File: src/rtl/mac_pkg.sv
// Types and default sizes shared between the MAC array and its result drain.
package mac_pkg;

  localparam int unsigned MAC_WIDTH = 16;
  localparam int unsigned MAC_N     = 4;

  typedef enum logic {IDLE, DRAIN} drain_state_t;

endpackage

File: src/rtl/mac_result_drain.sv
// Captures one row of PE accumulator results into a shadow buffer and streams them out
// one word per valid/ready handshake, pulsing pe_clear so the array can restart early.
module mac_result_drain
  import mac_pkg::*;
#(
  parameter int unsigned WIDTH = MAC_WIDTH,
  parameter int unsigned N     = MAC_N,
  localparam int unsigned IDXW = $clog2(N)
) (
  input  logic                 clk,
  input  logic                 clear_n,
  input  logic                 load_valid,
  output logic                 load_ready,
  input  logic [N*WIDTH-1:0]   load_data,
  output logic                 pe_clear,
  output logic                 out_valid,
  input  logic                 out_ready,
  output logic [WIDTH-1:0]     out_data,
  output logic [IDXW-1:0]      out_idx,
  output logic                 out_last,
  output logic                 busy
);

  localparam logic [IDXW-1:0] LastIdx = IDXW'(N - 1);

  drain_state_t r_state, w_state_d;
  logic [IDXW-1:0]  r_idx, w_idx_d;
  logic [WIDTH-1:0] r_shadow [N];
  logic             r_pe_clear;

  logic w_out_hs;
  logic w_at_last;
  logic w_load_hs;

  assign w_at_last  = (r_idx == LastIdx);
  assign w_out_hs   = out_valid && out_ready;
  // A new row may land on the same edge the final word of the current row leaves.
  assign load_ready = (r_state == IDLE) || (w_out_hs && w_at_last);
  assign w_load_hs  = load_valid && load_ready;

  always_comb begin
    w_state_d = r_state;
    w_idx_d   = r_idx;
    unique case (r_state)
      IDLE: begin
        if (w_load_hs) begin
          w_state_d = DRAIN;
          w_idx_d   = '0;
        end
      end
      DRAIN: begin
        if (w_out_hs) begin
          if (!w_at_last) begin
            w_idx_d = r_idx + IDXW'(1);
          end else if (w_load_hs) begin
            w_idx_d = '0;
          end else begin
            w_state_d = IDLE;
            w_idx_d   = '0;
          end
        end
      end
      default: begin
        w_state_d = IDLE;
        w_idx_d   = '0;
      end
    endcase
  end

  always_ff @(posedge clk) begin
    if (!clear_n) begin
      r_state    <= IDLE;
      r_idx      <= '0;
      r_pe_clear <= 1'b0;
    end else begin
      r_state    <= w_state_d;
      r_idx      <= w_idx_d;
      r_pe_clear <= w_load_hs;
    end
  end

  // Shadow buffer only changes on an accepted load, so a stalled word stays put.
  always_ff @(posedge clk) begin
    if (!clear_n) begin
      for (int k = 0; k < N; k++) begin
        r_shadow[k] <= '0;
      end
    end else if (w_load_hs) begin
      for (int k = 0; k < N; k++) begin
        r_shadow[k] <= load_data[k*WIDTH +: WIDTH];
      end
    end
  end

  assign out_valid = (r_state == DRAIN);
  assign busy      = (r_state == DRAIN);
  assign pe_clear  = r_pe_clear;
  assign out_data  = r_shadow[r_idx];
  assign out_idx   = r_idx;
  assign out_last  = out_valid && w_at_last;

endmodule

File: config.mk
export PLATFORM = sky130hd
export DESIGN_NAME = mac_result_drain
export DESIGN_NICKNAME = d
export VERILOG_FILES = /design/src/rtl/mac_pkg.sv /design/src/rtl/mac_result_drain.sv
export SDC_FILE = /design/constraint.sdc
export NUM_CORES = 1
export LEC_CHECK = 0
export CAP_MARGIN = 20
export CORE_MARGIN = 2
export CORE_UTILIZATION = 43
export DETAILED_ROUTE_END_ITERATION = 16
export PLACE_DENSITY = 0.76
export SLEW_MARGIN = 25
export SYNTH_ARGS = -nofsm -noshare
export SYNTH_HDL_FRONTEND = slang
export SYNTH_SLANG_ARGS = --single-unit
File: constraint.sdc
create_clock -name clk -period 4.4 [get_ports clk]
set_input_delay 0.88 -clock clk [delete_from_list [all_inputs] [get_ports clk]]
set_output_delay 0.88 -clock clk [all_outputs]
set_load 0.02 [all_outputs]
==> results by group <==
Outcome
  – Outcome: completed

Logic synthesis
  – Fraction of registers with async set/reset: 0
  – Portion of the post-synthesis area used by sequential elements: 0.639
  – Syn. warnings: 0
  – Nets in the synthesized netlist: approximately 250
  – Number of flip-flops and latches in the synthesized netlist: 70
  – Number of synthesized flops with an enable pin: 64
  – Count of unique library cells instantiated by Yosys: 23
  – Mean post-synth cell area: ~17 um^2
  – Cell Area, Synth: roughly 3200 um^2
  – Ys flop type: edfxtp_1
  – Number of instances in the synthesized netlist: ~190

GRT
  – Number of global-route vias before repair: between 1,500 and 2,000
  – First-pass GRT wire length: ~9500 um
  – Initial antenna violation count: 0
  – Tot GR Track Use: 0.151
  – Leftover overflow at the end of global routing: 0
  – Maximum number of pins on one net before global-route repair: between 60 and 70

Setup path
  – Critical path type: reg2out
  – Critical path data required time: between 3 and 4 ns
  – Maximum fanout encountered on the critical timing path: 11
  – Cell type of the slowest stage on the worst timing path: mux4_1
  – List of cells traversed by the critical path: buf_4 > mux4_1 > clkdlybuf4s50_1
  – Largest stage delay on the critical path: approximately 0.60 ns
  – Worst EP arrival: 2.32 ns
  – Sort of element at the end of the critical path: output port
  – Startpoint class of the critical path: flip-flop

STA
  – Normalized max-slew margin: 0.463
  – Fin Clk Skew: 0.00570 ns
  – Unrepaired setup endpoints after global routing: no
  – Setup tns final: 0 ns
  – Setup Viol. Count Final: 0
  – Slew at the pin with the worst max-slew slack: approximately 0.8 ns
  – Fmax: around 310 MHz
  – Number of pins exceeding their max-slew limit in the final report: 0
  – Min cycle time layout: about 3.2 ns
  – Crit share post-route: 0.728
  – Final number of hold-violating endpoints: 0

Floorplan
  – DIE HEIGHT: approximately 90 um
  – Core region area: between 7000 and 8000 um^2
  – I/O pin total: 91
  – X dimension of the die: 90.2 um
  – Num rows: 31
  – Full die area: ~8000 um^2
  – Initial Util: 0.443

Clock tree
  – CTS Root Buffer Type: clkbuf_8
  – PostCTS Resize Cnt: 0
  – Clock slew at the register clock pins of the worst setup and hold paths: ~0.070 ns
  – Insertion delay of the later-clocked pin in the worst-skew pair: 0.33 ns
  – CTS H-tree lvls: 3
  – Num Clock Sinks: 70
  – Number of CTS-inserted buffers: 9
  – CTS tree: done
  – Count of buffers added by post-CTS timing repair for setup: 0
  – Hold-fix buffers, CTS: 0
  – Clock buffer depth: 2

Layout
  – Number of nets in the layout: 340
  – Area growth from synthesis to layout: 35.1%
  – Layout Cells excl Fill: about 380
  – Core utilization of the finished layout: 0.598
  – Number of antenna diodes: 0
  – Share of cells above drive strength 1: 0.138

Pwr
  – Leak pwr: approximately 1.5 nW
  – Sw power: roughly 0.00033 W
  – Total Power: 0.00151 W
  – Worst IR drop on VDD: roughly 0.2 mV
  – Flop pwr share: 0.523
  – Relative contribution of combinational cells to total power: 0.141
  – Share of total power consumed by net switching: 0.221
  – Relative contribution of the clock network to total power: 0.336
  – PD cells: between 300 and 400 nW/um^2
  – Cell-internal power: between 0.001 and 0.0015 W

Placement
  – Count of input and output buffers: 90
  – Placed wire-length estimate: roughly 3800 um
  – Cell total after placement: about 360
  – Placer congestion estimate: between 0.7 and 0.8

Routing
  – Post-DRT Antenna Nets: 0
  – Total Routed Length: 5900 um
  – Number of vias in the routed layout: ~1,800
  – DR vias/cell: 4.92
  – Routed length per instance: ~16 um
  – DRC errors left: 0
  – Count of TritonRoute iterations in the first routing pass: 4
  – Detailed router's first-iteration violation count: 66

Worst hold path
  – Path category of the worst min-delay check: reg2reg

Flow run
  – Maxcap violations: 0
## cell usage after synthesis (2+ instances only)
| cell | count | share of area |
|---|---|---|
| nand2_1 | 3 | 0.0035 |
| nor3b_2 | 4 | 0.016 |
| mux4_2 | 10 | 0.071 |
| buf_2 | 6 | 0.0094 |
| dfxtp_1 | 6 | 0.038 |
| buf_6 | 8 | 0.028 |
| mux4_1 | 6 | 0.049 |
| edfxtp_1 | 64 | 0.60 |
| inv_1 | 2 | 0.0024 |
| o21ai_0 | 2 | 0.0031 |
| buf_4 | 3 | 0.0071 |
| nor3b_1 | 60 | 0.14 |
## layer usage
metal	global-route usage	up-vias	share of wire
met4	0.0679	0	0.017
met5	0	-	0
met2	0.250	56	0.49
met3	0.0520	10	0.068
met1	0.178	875	0.43
li1	-	903	-
## layout make-up
class	instances	area (um^2)
fillers	604	2900
flip-flops and latches	70	2040
multi-input cells	94	998
repair buffers	94	943
clock buffers	10	138
well taps	99	124
clock inverters	6	61.3
inverters	2	7.51
## registers in the layout, summed over array words and instances (netlist names), named ones only
register	cells
busy	1
r_shadow	64
out_idx	2
pe_clear	1
## worst max-delay path: cells and delay by family, from the launching register on
family / cells / cell delay, ns
buf+inv: 2 / 0.87
mux: 1 / 0.60
flops: 1 / 0.53
## cells in the final DEF, fill, tap and decap left out
| cell | n |
|---|---|
| nand2_2 | 1 |
| edfxtp_1 | 64 |
| nor2_1 | 1 |
| clkbuf_8 | 10 |
| buf_4 | 3 |
| ha_1 | 1 |
| bufinv_16 | 1 |
| mux4_1 | 6 |
| nand4b_1 | 1 |
| nand4_1 | 1 |
| clkinvlp_4 | 1 |
| inv_1 | 2 |
| nand2_1 | 2 |
| dfxtp_1 | 6 |
| nor3b_1 | 60 |
| nor3b_2 | 4 |
| clkinv_2 | 3 |
| a21boi_4 | 1 |
| o21a_1 | 1 |
| buf_12 | 1 |
| clkdlybuf4s50_1 | 90 |
| o21ai_0 | 2 |
| mux4_2 | 10 |
| clkinv_4 | 1 |
| mux2_2 | 1 |
| and2_1 | 1 |
| o21ai_4 | 1 |
## power by group through the flow
stage	logic (W)	registers, W	clock network (W)
floorplan	0.000114	0.000802	0
global placement	0.000213	0.000803	0
detailed placement	0.000215	0.000806	0
CTS	0.000216	0.000791	0.000522
global route	0.000228	0.000795	0.000544
finish	0.000212	0.000790	0.000507
## cells by family after synthesis
group                    share of synthesized area
buffers and inverters                       0.0545
AND/OR/NAND/NOR                              0.168
flip-flops                                   0.639
AO/OA/AOI/OAI                               0.0106
multiplexers                                 0.123
adder cells (fa/ha/maj)                    0.00392
## worst paths after layout
path | startpoint | to | slack (ns) | depth (start not counted)
worst min register to register | out_idx[1]$_SDFFE_PN0P_ | flip-flop | 0.54 | 2
worst max register to register | out_idx[0]$_SDFFE_PN0P_ | r_shadow[2][0]$_SDFFCE_PN0P_ | 2.45 | 4
worst min-delay path | out_idx[1]$_SDFFE_PN0P_ | flip-flop | 0.54 | 2
worst max-delay path | flip-flop | out_data[3] | 1.20 | 3
## stage by stage
step / setup WS [ns] / instance area, um^2 / hold WS [ns]
finish: 1.20 / 4310 / 0.535
global route: 1.07 / 4310 / 0.579
CTS: 1.11 / 4310 / 0.535
detailed placement: 1.29 / 4120 / 0.519
global placement: 1.30 / 4120 / 0.506
floorplan: 1.05 / 3200 / 0.568
No activity file was read; power rests on OpenSTA's default activity.
